===== config.mk =====
export PLATFORM = sky130hd
export DESIGN_NAME = rv32i_mem_arbiter
export DESIGN_NICKNAME = d
export VERILOG_FILES = /design/src/rtl/rv32i_mem_arbiter.sv
export SDC_FILE = /design/constraint.sdc
export NUM_CORES = 1
export LEC_CHECK = 0
export ABC_CLOCK_PERIOD_IN_PS = 12200
export BUFFER_PORTS_ARGS = -buffer_cell sky130_fd_sc_hd__buf_2
export CORE_UTILIZATION = 35
export DETAILED_ROUTE_END_ITERATION = 12
export GPL_ROUTABILITY_DRIVEN = 0
export SYNTH_ARGS = -nofsm -noshare
export SYNTH_HDL_FRONTEND = slang
export SYNTH_SLANG_ARGS = --single-unit

===== constraint.sdc =====
create_clock -name clk -period 12.2 [get_ports clk]
set_input_delay 1.83 -clock clk [delete_from_list [all_inputs] [get_ports clk]]
set_output_delay 1.83 -clock clk [all_outputs]
set_load 0.02 [all_outputs]

===== src/rtl/rv32i_mem_arbiter.sv =====
// Shared-memory arbiter for an RV32I core: an instruction-fetch port and a data
// port take turns on one memory port, with exactly one transaction in flight.
module rv32i_mem_arbiter #(
    parameter int MAX_DSTREAK = 4,
    parameter int TIMEOUT     = 255
) (
    input  logic        clk,
    input  logic        reset,
    input  logic        if_req,
    input  logic [31:0] if_addr,
    output logic [31:0] if_rdata,
    output logic        if_ack,
    input  logic        d_req,
    input  logic        d_we,
    input  logic [31:0] d_addr,
    input  logic [31:0] d_wdata,
    input  logic [3:0]  d_wstrb,
    output logic [31:0] d_rdata,
    output logic        d_ack,
    output logic        err,
    output logic        mem_req,
    output logic        mem_we,
    output logic [31:0] mem_addr,
    output logic [31:0] mem_wdata,
    output logic [3:0]  mem_wstrb,
    input  logic [31:0] mem_rdata,
    input  logic        mem_ready
);
    localparam int SW = ($clog2(MAX_DSTREAK + 1) > 3) ? $clog2(MAX_DSTREAK + 1) : 3;
    localparam int WW = ($clog2(TIMEOUT + 1) > 1) ? $clog2(TIMEOUT + 1) : 1;

    typedef enum logic [1:0] {IDLE, BUSY_I, BUSY_D, ACK} state_t;

    state_t        state;
    logic [SW-1:0] dstreak;
    logic [WW-1:0] wait_cnt;
    logic          data_wins;
    logic          finish;

    // Data normally has priority; a saturated streak hands the port to a waiting fetch.
    assign data_wins = d_req && !(if_req && (dstreak == SW'(MAX_DSTREAK)));
    assign finish    = mem_ready || (wait_cnt == WW'(TIMEOUT - 1));

    always_ff @(posedge clk or posedge reset) begin
        if (reset) begin
            state     <= IDLE;
            dstreak   <= '0;
            wait_cnt  <= '0;
            if_ack    <= 1'b0;
            d_ack     <= 1'b0;
            err       <= 1'b0;
            mem_req   <= 1'b0;
            mem_we    <= 1'b0;
            mem_wstrb <= '0;
            mem_addr  <= '0;
            mem_wdata <= '0;
            if_rdata  <= '0;
            d_rdata   <= '0;
        end else begin
            if_ack <= 1'b0;
            d_ack  <= 1'b0;
            err    <= 1'b0;
            case (state)
                IDLE: begin
                    if (data_wins) begin
                        state     <= BUSY_D;
                        mem_req   <= 1'b1;
                        mem_we    <= d_we;
                        mem_wstrb <= d_wstrb;
                        mem_addr  <= d_addr;
                        mem_wdata <= d_wdata;
                        wait_cnt  <= '0;
                        if (if_req && (dstreak < SW'(MAX_DSTREAK))) begin
                            dstreak <= dstreak + 1'b1;
                        end
                    end else if (if_req) begin
                        state     <= BUSY_I;
                        mem_req   <= 1'b1;
                        mem_we    <= 1'b0;
                        mem_wstrb <= '0;
                        mem_addr  <= if_addr;
                        mem_wdata <= '0;
                        wait_cnt  <= '0;
                        dstreak   <= '0;
                    end
                end
                BUSY_I, BUSY_D: begin
                    // A timed-out transaction still acks, but with zeroed read data and err.
                    if (finish) begin
                        state     <= ACK;
                        mem_req   <= 1'b0;
                        mem_we    <= 1'b0;
                        mem_wstrb <= '0;
                        err       <= !mem_ready;
                        if (state == BUSY_I) begin
                            if_ack   <= 1'b1;
                            if_rdata <= mem_ready ? mem_rdata : 32'h0;
                        end else begin
                            d_ack   <= 1'b1;
                            d_rdata <= mem_ready ? mem_rdata : 32'h0;
                        end
                    end else begin
                        wait_cnt <= wait_cnt + 1'b1;
                    end
                end
                default: begin
                    state <= IDLE;
                end
            endcase
        end
    end
endmodule


==> run_results.csv <==
group,metric,value,unit
timing,rsz0062_at_grt,"false",
worst_setup_path,crit_path_top_delay_cell,"sky130_fd_sc_hd__buf_4",
worst_hold_path,whs_path_depth,2,
worst_setup_path,critical_path.startpoint_type,"input port",
timing,count_of_endpoints_failing_hold_in_the_final_timing_report,0,
clock_network,hold_buf_cts,0,
floorplan,initial_utilization,0.361,
global_route,first_global_vias,4892,
yosys,ffs_latches_synth,150,
worst_hold_path,min_to,"mem_wdata[30]",
yosys,synth.top_cells.by_area,"sky130_fd_sc_hd__dfrtp_1 59%, sky130_fd_sc_hd__a32o_1 10%, sky130_fd_sc_hd__nand2_1 6.4%",
final_layout,n_fill_cell,1645,
floorplan,floorplan.io_pins,275,
yosys,instance_count_of_the_mapped_netlist,555,
power,sequential_fraction_of_design_power,0.344,
worst_setup_path,worst-endpoint-required,12.45,ns
yosys,synth_top_area_cell,"sky130_fd_sc_hd__dfrtp_1",
timing,fin_crit,3.31,ns
final_layout,diodes,0,
timing,slew_hr,0.377,
place,hpwlAfterDp,11600,um
global_route,gr-usage-met1,0.240,
job,drv.max_cap_violation_count,0,
global_route,total_grt_overflow,0,
final_layout,drive_gt1_frac,0.400,
worst_setup_path,critical_path.max_stage_delay,0.61,ns
clock_network,cts.sinks,150,
power,power_frac_comb,0.437,
timing,timing.fmax,302,MHz
global_route,global_route_wire_length_before_repair,25900,um
yosys,synthesis.nets,700,
clock_network,clk_latency,0.42,ns
floorplan,overall_die_width,136,um
yosys,synth_area,6310,um^2
final_layout,area_growth_syn_to_layout,33.4,%
worst_setup_path,reg2reg_slack,9.81,ns
worst_setup_path,reg2reg_from,"state[0]",
clock_network,worst_setup_hold_path_clk_slew,0.06,ns
clock_network,clk_root_buffer_cell,"sky130_fd_sc_hd__clkbuf_16",
yosys,yosysWarningCount,0,
global_route,grt_max_degree,97,
floorplan,floorplan.rows,48,
global_route,grt_util_all_layers,0.182,
yosys,synth_flop_cell,"sky130_fd_sc_hd__dfrtp_1",
worst_setup_path,worstSetupStartpoint,"if_req",
worst_setup_path,critical_path.cell_chain,"buf_2 -> nand3_1 -> nand2_2 -> buf_4 -> mux2i_1 -> o21ai_0",
timing,setup_viol,0,
route,drt_iter0_drcs,285,
floorplan,die_h,136,um
timing,timing_worst_slew_pin_value,0.934,ns
global_route,antenna_found_initial,0,
yosys,post_synth_most_frequent_cells,"150 x sky130_fd_sc_hd__dfrtp_1, 107 x sky130_fd_sc_hd__nand2_1, 71 x sky130_fd_sc_hd__o21ai_0",
yosys,synth_top_cell_area_share,0.595,
route,routed-via-count,5287,
worst_setup_path,critPathArrivalTime,3.56,ns
worst_setup_path,reg_to_reg_critical_path_endpoint,"d_rdata[24]",
clock_network,postCtsSetupBuffers,0,
yosys,synth_seq_area_share,0.595,
yosys,synth_async_sr_flop_share,1.00,
outcome,status,"finished clean",
worst_hold_path,hold_class,"reg2reg",
timing,layout_worst_path_cycle_share,0.271,
route,route.detailed.drc,0,
route,drtAntennaViolNets,0,
yosys,synth.most_common_cell,"sky130_fd_sc_hd__dfrtp_1",
route,post_drt_wl_per_cell,16.2,um
timing,timing.setup.tns,0,ns
place,io_buffers,274,
power,clock_power_share,0.219,
floorplan,total_die_area,18600,um^2
clock_network,cts_made_buffers,17,
clock_network,htree_num_levels,4,
final_layout,nNetsFinal,955,
worst_setup_path,critPathMaxFanout,52,
yosys,syn_avg_cell_area,11.4,um^2
floorplan,floorplan.core_area,17500,um^2
global_route,met3_usage,0.0421,
yosys,synth_edf_count,0,
route,detail_route.wirelength,17000,um
power,p_int,1390,uW
global_route,grt-busiest-layer,"met2",
power,switchingPower,1010,uW
yosys,yosys.cell_types.count,46,
final_layout,final_util,0.482,
worst_hold_path,hold_path.startpoint,"mem_wdata[30]",
timing,drv_slew,0,
global_route,grt_use_met2,0.287,
power,worst_ir_drop_vdd,0.129,mV
clock_network,tritoncts,"built",
power,power_switching_share,0.421,
clock_network,clk_path_buf_depth,2,
power,powerDensity,285,nW/um^2
worst_setup_path,criticalPathCategory,"in2reg",
worst_setup_path,r2r_cells,7,
timing,fin_skew,0.0108,ns
power,static-leakage-power,0.00428,uW
route,drt_pass1_iterations,5,
worst_setup_path,end_kind,"register",
clock_network,cts_resized,0,
route,vias_per_cell,5.04,
==> area by class of cell <==
cell class / count / area [um^2] / area share
Sequential cell: 150 / 3750 / 0.446
Multi-Input combinational cell: 346 / 2300 / 0.274
Timing Repair Buffer: 283 / 1440 / 0.171
Clock buffer: 18 / 429 / 0.0510
Tap cell: 225 / 282 / 0.0334
Clock inverter: 14 / 161 / 0.0192
Inverter: 12 / 50.0 / 0.00594
==> flip-flops by register name (all words and copies together), names as in the netlist <==
register / flops
d_rdata: 32
if_rdata: 32
mem_addr: 32
mem_wdata: 32
wait_cnt: 8
mem_wstrb: 4
dstreak: 3
state: 2
d_ack: 1
err: 1
if_ack: 1
mem_req: 1
mem_we: 1
==> power by group through the flow <==
stage / combinational (uW) / clock, uW / sequential [uW]
after floorplan: 459 / 0 / 1070
after global placement: 1050 / 0 / 831
after detailed placement: 1060 / 0 / 835
after CTS: 1060 / 541 / 828
after global routing: 1140 / 559 / 855
final: 1050 / 526 / 827
==> placed cells by master (no fill, tap or decap), types with 2 or more instances in the layout <==
cell,instances
sky130_fd_sc_hd__ha_1,7
sky130_fd_sc_hd__buf_2,274
sky130_fd_sc_hd__o21ai_4,2
sky130_fd_sc_hd__dfrtp_1,150
sky130_fd_sc_hd__clkinvlp_4,2
sky130_fd_sc_hd__a32o_1,64
sky130_fd_sc_hd__nand2_1,106
sky130_fd_sc_hd__a31oi_1,7
sky130_fd_sc_hd__a21oi_1,4
sky130_fd_sc_hd__o21ai_2,2
sky130_fd_sc_hd__bufinv_16,2
sky130_fd_sc_hd__nand3_1,8
sky130_fd_sc_hd__o21ai_0,71
sky130_fd_sc_hd__nor2_2,2
sky130_fd_sc_hd__or3_1,2
sky130_fd_sc_hd__clkbuf_16,17
sky130_fd_sc_hd__mux2i_1,33
sky130_fd_sc_hd__inv_1,11
sky130_fd_sc_hd__nor2_1,4
sky130_fd_sc_hd__o21ai_1,2
sky130_fd_sc_hd__a22o_1,5
sky130_fd_sc_hd__inv_6,8
sky130_fd_sc_hd__nor3_2,2
sky130_fd_sc_hd__buf_4,9
sky130_fd_sc_hd__nand4b_1,2
==> per-stage QoR <==
stage          instances  power [uW]  worst slack, ns  hold slack [ns]  area, um^2
3_5_place_dp        1016        1900             8.41            0.464        7830
4_1_cts             1048        2430             8.86            0.478        8420
3_3_place_gp        1016        1880             8.46            0.457        7830
5_1_grt             1048        2560             8.67            0.496        8420
6_report            1048        2400             8.89            0.468        8420
2_1_floorplan        555        1530             6.33            0.471        6310
==> cell families after synthesis <==
kind of cell / Yosys count / synth area share
compound gates: 169 / 0.200
buf+inv: 59 / 0.0430
mux: 33 / 0.0523
simple gates: 137 / 0.0960
flops: 150 / 0.595
fa+ha+maj: 7 / 0.0139
==> per-layer routing <==
layer	vias up	part of all wire
met2	158	0.50
met3	25	0.049
met5	-	0
li1	2538	-
met1	2566	0.43
met4	0	0.019
==> worst max-delay path by stage <==
stage | endpoint | slack [ns]
2_1_floorplan | d_ack | 6.33
3_3_place_gp | mem_addr[29] | 8.46
3_5_place_dp | mem_addr[26] | 8.41
4_1_cts | mem_addr[26] | 8.86
5_1_grt | mem_addr[7] | 8.67
6_report | mem_addr[26] | 8.89
==> worst max-delay path, delay by kind of cell <==
kind | cells | cell delay, ns
compound gates | 1 | 0.09
buf+inv | 2 | 0.80
mux | 1 | 0.24
simple gates | 2 | 0.58
(Power assumes the default switching activity.)
